`src/rtl/apple_spawner.sv`:
```
// apple_spawner: LFSR-driven apple placement on a 40x30 grid, validated against the snake occupancy table.
// Optional raster-scan fallback and board-full detection enabled by APPLE_SCAN_FALLBACK_EN.
module apple_spawner #(
    parameter logic [15:0] LFSR_SEED = 16'hACE1,
    parameter int          INIT_COL  = 20,
    parameter int          INIT_ROW  = 15,
    parameter int          MAX_TRIES = 64
) (
    input  logic       Clk,
    input  logic       Reset,
    input  logic       eat,
    output logic       occ_req,
    output logic [5:0] occ_col,
    output logic [4:0] occ_row,
    input  logic       occ_ack,
    input  logic       occ_hit,
    output logic [9:0] AppleX,
    output logic [9:0] AppleY,
    output logic       apple_valid,
    output logic       board_full,
    output logic [7:0] spawn_count
);
    typedef enum logic [2:0] {IDLE, DRAW, CHECK, COMMIT, SCAN, SGAP, FULL} state_t;

    state_t      state_q, state_d;
    logic [15:0] lfsr_q, lfsr_d;
    logic [5:0]  occ_col_q, occ_col_d, apple_col_q, apple_col_d;
    logic [4:0]  occ_row_q, occ_row_d, apple_row_q, apple_row_d;
    logic [7:0]  tries_q, tries_d, spawn_q, spawn_d;
    logic        cand_ok, is_apple, reject;

    assign cand_ok  = (lfsr_q[5:0] < 6'd40) && (lfsr_q[12:8] < 5'd30);
    assign is_apple = (occ_col_q == apple_col_q) && (occ_row_q == apple_row_q);

    always_comb begin
        state_d     = state_q;
        lfsr_d      = {lfsr_q[14:0], lfsr_q[15] ^ lfsr_q[13] ^ lfsr_q[12] ^ lfsr_q[10]};
        occ_col_d   = occ_col_q;
        occ_row_d   = occ_row_q;
        apple_col_d = apple_col_q;
        apple_row_d = apple_row_q;
        tries_d     = tries_q;
        spawn_d     = spawn_q;
        reject      = 1'b0;
        case (state_q)
            IDLE: begin
                if (eat) begin
                    state_d = DRAW;
                    tries_d = 8'd0;
                end
            end
            DRAW: begin
                if (cand_ok) begin
                    occ_col_d = lfsr_q[5:0];
                    occ_row_d = lfsr_q[12:8];
                    state_d   = CHECK;
                end else begin
                    reject = 1'b1;
                end
            end
            CHECK: begin
                if (occ_ack) begin
                    if (occ_hit || is_apple) reject = 1'b1;
                    else state_d = COMMIT;
                end
            end
            COMMIT: begin
                apple_col_d = occ_col_q;
                apple_row_d = occ_row_q;
                spawn_d     = spawn_q + 8'd1;
                state_d     = IDLE;
            end
`ifdef APPLE_SCAN_FALLBACK_EN
            SCAN: begin
                if (occ_ack) begin
                    if (!(occ_hit || is_apple)) begin
                        state_d = COMMIT;
                    end else if (occ_col_q == 6'd39 && occ_row_q == 5'd29) begin
                        state_d = FULL;
                    end else begin
                        state_d   = SGAP;
                        occ_col_d = (occ_col_q == 6'd39) ? 6'd0 : occ_col_q + 6'd1;
                        occ_row_d = (occ_col_q == 6'd39) ? occ_row_q + 5'd1 : occ_row_q;
                    end
                end
            end
            SGAP:    state_d = SCAN;
            FULL:    state_d = FULL;
`endif
            default: state_d = IDLE;
        endcase
`ifdef APPLE_SCAN_FALLBACK_EN
        // Once the random search has burned its budget, fall back to a deterministic sweep.
        if (reject) begin
            tries_d = tries_q + 8'd1;
            if (tries_d >= 8'(MAX_TRIES)) begin
                state_d   = SCAN;
                occ_col_d = 6'd0;
                occ_row_d = 5'd0;
            end else begin
                state_d = DRAW;
            end
        end
`else
        if (reject) begin
            tries_d = (tries_q == 8'hFF) ? tries_q : tries_q + 8'd1;
            state_d = DRAW;
        end
`endif
    end

    always_ff @(posedge Clk) begin
        if (Reset) begin
            state_q     <= IDLE;
            lfsr_q      <= LFSR_SEED;
            occ_col_q   <= 6'd0;
            occ_row_q   <= 5'd0;
            apple_col_q <= 6'(INIT_COL);
            apple_row_q <= 5'(INIT_ROW);
            tries_q     <= 8'd0;
            spawn_q     <= 8'd0;
        end else begin
            state_q     <= state_d;
            lfsr_q      <= lfsr_d;
            occ_col_q   <= occ_col_d;
            occ_row_q   <= occ_row_d;
            apple_col_q <= apple_col_d;
            apple_row_q <= apple_row_d;
            tries_q     <= tries_d;
            spawn_q     <= spawn_d;
        end
    end

    assign occ_req     = (state_q == CHECK) || (state_q == SCAN);
    assign occ_col     = occ_col_q;
    assign occ_row     = occ_row_q;
    assign AppleX      = {apple_col_q, 4'b0000};
    assign AppleY      = {1'b0, apple_row_q, 4'b0000};
    assign apple_valid = (state_q == IDLE);
    assign spawn_count = spawn_q;
`ifdef APPLE_SCAN_FALLBACK_EN
    assign board_full  = (state_q == FULL);
`else
    assign board_full  = 1'b0;
`endif
endmodule

```
`config.mk`:
```
export PLATFORM = sky130hd
export DESIGN_NAME = apple_spawner
export DESIGN_NICKNAME = d
export VERILOG_FILES = /design/src/rtl/apple_spawner.sv
export SDC_FILE = /design/constraint.sdc
export NUM_CORES = 1
export LEC_CHECK = 0
export CAP_MARGIN = 20
export CORE_MARGIN = 4
export CORE_UTILIZATION = 35
export CTS_CLUSTER_DIAMETER = 60
export CTS_CLUSTER_SIZE = 30
export DETAILED_ROUTE_END_ITERATION = 7
export PLACE_DENSITY = 0.71
export SLEW_MARGIN = 20
export SYNTH_ARGS = -nofsm -noshare
export SYNTH_HDL_FRONTEND = slang
export SYNTH_SLANG_ARGS = --single-unit
```
`constraint.sdc`:
```
create_clock -name Clk -period 3.9 [get_ports Clk]
set_input_delay 0.585 -clock Clk [delete_from_list [all_inputs] [get_ports Clk]]
set_output_delay 0.585 -clock Clk [all_outputs]
set_load 0.005 [all_outputs]
```
== Word level (Yosys, flattened, before mapping) ==
Cells that the tools add are included.
Operators by class
  reductions and logical operators: 9
  eq/ne operators: 14
  bitwise operators: 3
  mux-type cells: 10
  magnitude comparators: 2
  add/sub/neg operators: 1
Operators by type and width (count)
  3-bit 2-to-1 mux: 4
  3-bit inequality test, second input constant: 3
  3-bit case mux with 3 select lines: 1
  8-bit by 1-bit adder with 8-bit output, second input constant: 1
  2-bit inequality test, second input constant: 4
  4-bit AND reduction: 2
  3-bit by 2-bit == test with 1-bit output, second input constant: 2
  6-bit == test: 1
  6-bit less-than comparator, second input constant: 1
  5-bit == test: 1
  5-bit less-than comparator, second input constant: 1
  1-bit 2-to-1 mux: 4
  3-bit by 1-bit == test with 1-bit output, second input constant: 1
  3-bit == test, second input constant: 1
  3-bit zero test: 1
  3-bit by 2-bit inequality test with 1-bit output, second input constant: 1
  1-bit XOR: 3
  1-bit logical AND: 2
  1-bit logical OR: 2
  1-bit case mux with 2 select lines: 1
  2-bit AND reduction: 1
  2-bit OR reduction: 1
Word-level totals
  bits in registers: 49
  logic and storage cells: 47
  input bits: 5
  output and inout bits: 42

== Logic depth before layout (Yosys ltp) ==
Gate-level depths: netlist of the first run.
  word-level depth: 8
  mapped depth: 7
  gate-level depth less buffers: 7

== Worst setup path after synthesis of the first run ==
Ideal clock, no wire load.
  path type: register -> register
  from: reg state_q[0]
  to: reg state_q[0]
  path buffers: 0
  setup time: 0.122 ns
  path slack: 2.356 ns
  cell stages (with the launch flop): 8
  required time: 3.778 ns
  data arrival time: 1.422 ns
  cells stage by stage: dfxtp_1 inv_1 ha_1 nand2_1 nor3_1 a21oi_1 o21ai_0 a221o_1
On the way
  word-level cells in the longest chain between the ends: 4
  elaborated cells on any way between the ends: 11
  those cells by class: 6 x eq/ne; 3 x mux; 2 x reduce/logical
RTL lines
  from (decl): line 25  | state_t state_q, state_d;
  from (signal assigned): line 123  | state_q <= state_d;
  3-bit by 2-bit == test with 1-bit output / 3-bit by 1-bit == test with 1-bit output (equally long branches): line 45  | case (state_q)
  1-bit case mux with 2 select lines: line 45
  3-bit inequality test (no source line) / 3-bit by 2-bit inequality test with 1-bit output (equally long branches)
  4-bit AND reduction (no source line)
Parallel ways exist; a longest one is shown, timed or not.
A chain may end at the register's enable or synchronous reset.

== Final worst setup path of the first run ==
  from: reg state_q[0]
  to: out occ_req
On the way
  word-level cells in the longest chain between the ends: 2
  elaborated cells on any way between the ends: 3
  those cells by class: 2 x eq/ne; 1 x reduce/logical
RTL lines
  3-bit by 2-bit == test with 1-bit output / 3-bit == test (equally long branches): line 134  | assign occ_req = (state_q == CHECK) || (state_q == SCAN);
  1-bit logical OR (*): line 134
  to (decl): line 12  | output logic occ_req,
Mark *: on every way between the ends. The rest lies on a longest branch, timed or not.

==> out/results.txt, run 1 <==
# rows -> 27
Warnings, synthesis -> 0
WL met3 -> 191 µm
status -> finished, final reports clean
core area -> 0.00547 mm²
Post-Syn Area -> 0.00197 mm²
final total power -> 1210 µW
startpoint type of the worst setup path -> flop
CP arrival -> 1470 ps
unrepaired setup endpoints after global routing -> false
fraction of layout cells with a size suffix above 1 -> 5.96%
Syn Inst Count -> 200
first-pass GRT wire length -> 6720 µm
Synth area leaders -> dfxtp_1, mux2i_1, xor2_1
Clock Tree Root -> clkbuf_8
Via density -> 4.59
cell total after placement -> 302
via count -> 1410
Area growth syn-to-layout -> 23.5%
Yosys cell types -> 28
crit path max-delay cell type -> clkdlybuf4s50_1
Top Ports -> 47
max cap viols -> 0
Leak Pwr -> 0.000993 µW
total CTS buffers -> 5
final setup fails -> 0
highest routed layer -> met4
largest net degree at the start of global routing -> 43
worst-path cell chain -> inv_1 -> ha_1 -> clkdlybuf4s50_1
top cell type by total area after synthesis -> dfxtp_1
initial DRC count -> 53
crit path max fanout -> 4
setup TNS -> 0 ps
fmax -> 486 MHz
DR DRC count -> 0
Total Nets Final -> 247
DR pass1 iterations -> 4
critical path's largest stage delay -> 520 ps
Port Buffers -> 36
antenna cell count -> 0
Least-Margin Pin Slew -> 706 ps
worst skew pair latency -> 290 ps
Post-CTS Setup Bufs -> 0
H-Tree Depth -> 2
DP Area -> 0.00237 mm²
initial antenna violation count -> 0
clock tree buffer depth -> 2
multi-input logic area -> 917 µm²
critical path type -> reg -> out
Peak VDD IR -> 0.198 mV
post-route ant nets -> 0
Post-DP HPWL -> 2770 µm
vias in the first global route -> 1387
top cell type's share of synthesized area -> 48.7%
metal2 WL -> 1780 µm
CTS tree -> yes
GRT Util Overall -> 11.9%
gr ovfl total -> 0
Slew HR -> 52.8%
Die Wd -> 83.1 µm
Reg area -> 961 µm²
Routed WL -> 3910 µm
full die area -> 0.00690 mm²
CP endpoint kind -> output port
effective utilization at floorplan -> 36.0%
worst hold path type -> reg -> reg
Post-CTS Resized -> 0
post-synthesis sequential area ratio -> 48.7%
Layout Cells excl Fill -> 307
clock sinks -> 48
drt wl/cell -> 12.7 µm
Seq cells post-synth -> 48
CTS clock-pin slew for the worst setup and hold paths -> 80 ps
DRT met1 WL -> 1810 µm
post-route cell area -> 0.00243 mm²
Die H -> 83.1 µm
Pins Over Slew Limit -> 0
minimum clock period -> 2060 ps
Fill cells -> 529
Worst Clk Skew -> 6.21 ps
Cell Pwr Density -> 497 mW/mm²
Placer Congestion -> 0.801
period utilization -> 52.8%
Hold Violations, Final -> 0
mean area per synthesized cell -> 9.86 µm²
final core utilization -> 44.5%
CP Data Required Time -> 3310 ps
CTS Hold Bufs -> 0
## power by group
| part | total [µW] | switching, µW | internal, µW |
|---|---|---|---|
| sequential | 597 | 52.9 | 544 |
| combinational | 352 | 160 | 192 |
| clock | 261 | 145 | 116 |
## routing by layer
| layer | global-route usage [%] | vias to the layer above |
|---|---|---|
| li1 | - | 713 |
| met1 | 14.8 | 654 |
| met2 | 18.5 | 34 |
| met3 | 2.98 | 9 |
| met4 | 7.28 | 0 |
| met5 | 0 | - |
## path summary, 6_finish.rpt
check             start             end  slack [ps]  cells past startpoint
max          state_q[0]         occ_req        1840                      3
min           lfsr_q[6]       lfsr_q[7]         400                      1
max reg2reg  state_q[1]  spawn_count[7]        1950                      4
min reg2reg   lfsr_q[6]       lfsr_q[7]         400                      1
## metrics by stage
step           hold WS (ps)  setup WS [ps]
3_3_place_gp            393           1630
4_1_cts                 406           1830
2_1_floorplan           389           2360
5_1_grt                 438           1770
6_report                404           1840
3_5_place_dp            393           1600
## Yosys cell counts
cell type and number:
mux2i_1 24, clkbuf_1 4, o211a_1 1, nor2_1 24, clkinv_1 1, and3_1 1, nand2_1 12, or3_1 2
a21boi_0 1, nor4_1 2, a21oi_1 4, nand3_1 1, ha_1 5, o2111ai_1 2, xnor2_1 2, a311oi_1 1
conb_1 1, buf_4 10, nor3_1 3, nand4_1 5, or2_2 7, dfxtp_1 48, inv_1 5, buf_2 3
xor2_1 17, nor2b_1 8, o21ai_0 5, a221o_1 1
## cells by family (layout without fill, tap and decap cells)
kind of cell / count (synthesis) / count (layout) / share of synthesized area, %
mux: 24 / 24 / 12.2
other cells: 1 / 10 / 0.190
xor+xnor: 19 / 19 / 8.44
flops: 48 / 48 / 48.7
compound gates: 15 / 15 / 5.01
fa+ha+maj: 5 / 5 / 3.17
simple gates: 65 / 65 / 15.8
buf+inv: 23 / 49 / 6.47
## flip-flops by register name (all words and copies together), names as in the netlist
name,flops
apple_row_q,5
state_q,2
lfsr_q,16
occ_row,5
spawn_count,8
apple_col_q,6
occ_col,6
## worst max-delay path: cells and delay by family, from the launching register on
family | cells | cell delay, ps
DFF | 1 | 340
buffers and inverters | 2 | 620
adders and majority gates | 1 | 220
## layout make-up
cell class,count,area share [%]
Clock buffer,5,2.83
Sequential cell,48,39.5
Tap cell,72,3.70
Inverter,6,0.925
Timing Repair Buffer,38,15.4
Multi-Input combinational cell,138,37.7
## layout by cell type, fill, tap and decap left out, drive strengths merged
cell,Yosys,routed
dfxtp,48,48
clkdlybuf4s50,0,36
mux2i,24,24
nor2,24,24
xor2,17,17
nand2,12,12
conb,1,10
nor2b,8,8
or2,7,7
inv,5,5
nand4,5,5
o21ai,5,5
ha,5,5
clkbuf,4,5
a21oi,4,4
nor3,3,3
xnor2,2,2
nor4,2,2
or3,2,2
o2111ai,2,2
buf,13,2
clkinv,1,1
nand3,1,1
a21boi,1,1
a311oi,1,1
o211a,1,1
a221o,1,1
and3,1,1
(Power assumes the default switching activity.)
==> run 2: changes to the inputs <==
--- a/config.mk
+++ b/config.mk
@@ -11,7 +11,7 @@
 export CTS_CLUSTER_DIAMETER = 60
 export CTS_CLUSTER_SIZE = 30
 export DETAILED_ROUTE_END_ITERATION = 7
-export PLACE_DENSITY = 0.71
+export PLACE_DENSITY = 0.73
 export SLEW_MARGIN = 20
 export SYNTH_ARGS = -nofsm -noshare
 export SYNTH_HDL_FRONTEND = slang
==> constraint.sdc (replaced) <==
create_clock -name Clk -period 1.7 [get_ports Clk]
set_input_delay 0.255 -clock Clk [delete_from_list [all_inputs] [get_ports Clk]]
set_output_delay 0.255 -clock Clk [all_outputs]
set_load 0.005 [all_outputs]
==> run 2 against run 1 <==
  * The flow now finishes with violations (negative setup slack)
  * Combinational power rose to 2.6 times the previous value
  * Register-to-register slack got worse by 2000 ps
  * Flip-flop and latch count did not move
  * Die area did not move
  * Cell area rose by 6.7%
  * Largest cell class unchanged
==> out/results.txt, run 2 (synthesis gave the netlist of run 1 again) <==
status -> complete, but fails checks
failing checks -> negative setup slack
clock tree buffer depth -> 2
total CTS buffers -> 5
max reg flops -> 16
initial DRC count -> 65
largest net degree at the start of global routing -> 40
antenna cell count -> 0
CTS clock-pin slew for the worst setup and hold paths -> 80 ps
clock sinks -> 48
post-route cell area -> 0.00260 mm²
max cap viols -> 0
Clock Tree Root -> clkbuf_8
crit path max fanout -> 3
setup TNS -> -21.4 ps
Top Ports -> 47
DR pass1 iterations -> 4
effective utilization at floorplan -> 36.0%
full die area -> 0.00690 mm²
critical path's largest stage delay -> 340 ps
Port Buffers -> 36
CTS tree -> yes
final setup fails -> 1
Placer Congestion -> 0.743
Routed WL -> 4010 µm
Via density -> 4.62
largest register by flop count -> lfsr_q
Peak VDD IR -> 0.432 mV
CP endpoint kind -> flop
Sequential Power Share -> 45.9%
critical path type -> reg -> reg
crit path launch -> apple_col_q[2]
Post-DP HPWL -> 2990 µm
most common cell after layout, fill and taps aside -> dfxtp_1
Cell Pwr Density -> 1140 mW/mm²
CP Data Required Time -> 1880 ps
Die H -> 83.1 µm
minimum clock period -> 1720 ps
Psw -> 854 µW
startpoint type of the worst setup path -> flop
commonest cells after routing, fill and taps aside -> dfxtp_1, clkdlybuf4s50_1, mux2i_1, nor2_1
vias in the first global route -> 1432
period utilization -> 101%
DR DRC count -> 0
worst skew pair latency -> 290 ps
worst hold path type -> reg -> reg
drt wl/cell -> 12.3 µm
CTS Hold Bufs -> 0
crit path max-delay cell type -> dfxtp_2
Leak Pwr -> 0.00109 µW
gr ovfl total -> 0
combinational share of power -> 31.4%
fmax -> 581 MHz
Worst Clk Skew -> 3.33 ps
via count -> 1506
H-Tree Depth -> 2
beginning of the worst hold path -> lfsr_q[14]
post-route ant nets -> 0
# rows -> 27
first-pass GRT wire length -> 6700 µm
Die Wd -> 83.1 µm
worst-path cell chain -> xor2_1 -> nor4_1 -> buf_4 -> a311oi_1 -> o211a_1 -> a221o_1
Final Worst Setup Slack -> -21.4 ps
Hold Violations, Final -> 0
RR Startpoint -> apple_col_q[2]
GRT Util Overall -> 12.0%
initial antenna violation count -> 0
unrepaired setup endpoints after global routing -> true
Total Nets Final -> 263
Area growth syn-to-layout -> 31.7%
DP Area -> 0.00249 mm²
Pins Over Slew Limit -> 0
Clk network pwr share -> 22.7%
Sw Ratio -> 28.9%
P_int -> 2100 µW
fraction of layout cells with a size suffix above 1 -> 15.0%
CP arrival -> 1900 ps
core area -> 0.00547 mm²
==> run 2: final timing paths <==
| check | to | slack, ps | cells past startpoint |
|---|---|---|---|
| worst max register to register | state_q[0] | -20 | 6 |
| worst min register to register | lfsr_q[15] | 420 | 1 |
| worst min-delay path | lfsr_q[15] | 420 | 1 |
| worst max-delay path | state_q[0] | -20 | 6 |
==> run 2: power by group through the flow <==
stage | logic [µW] | clock network, µW | registers [µW]
final | 930 | 671 | 1360
after global placement | 905 | 0 | 1370
after global routing | 1010 | 750 | 1380
after floorplan | 521 | 0 | 1370
after CTS | 936 | 696 | 1350
after detailed placement | 920 | 0 | 1380
==> run 2: area by class of cell <==
cell class	count	area, µm²
tap	72	90.1
multi-input combinational	138	922
timing repair buffer	54	507
inverter	6	22.5
sequential	48	966
clock buffer	8	90.1
fill	526	2880
==> run 2: critical path, delay by kind of cell, from the launching register on <==
kind | cells | cell delay, ps
compound gates | 3 | 610
xor+xnor | 1 | 150
buf+inv | 1 | 180
flops | 1 | 340
simple gates | 1 | 330
==> run 2: stage by stage <==
step                cells  utilization, %  hold WS, ps  power [µW]  worst slack (ps)
finish                326            47.5          419        2960             -21.4
global route          326            47.5          428        3140             -47.1
CTS                   326            47.4          423        2980              7.94
detailed placement    317            45.5          400        2300             -10.6
global placement      317            45.5          392        2280             -4.75
floorplan             209               -          389        1900               156
==> run 2: metal layers <==
layer	part of all wire, %	wire length (µm)	vias to the layer above	track usage (%)
li1	-	-	753	-
met1	46	1850	712	14.7
met2	49	1960	38	19.2
met3	4.5	179	3	4.07
met4	0.52	21	0	5.35
met5	0	0	-	0
==> run 2: what timing repair did <==
item	4_1_cts	5_1_grt
pin swaps	1	2
setup buffers	1	0
setup endpoints to repair	3	3
gates resized for setup	4	6
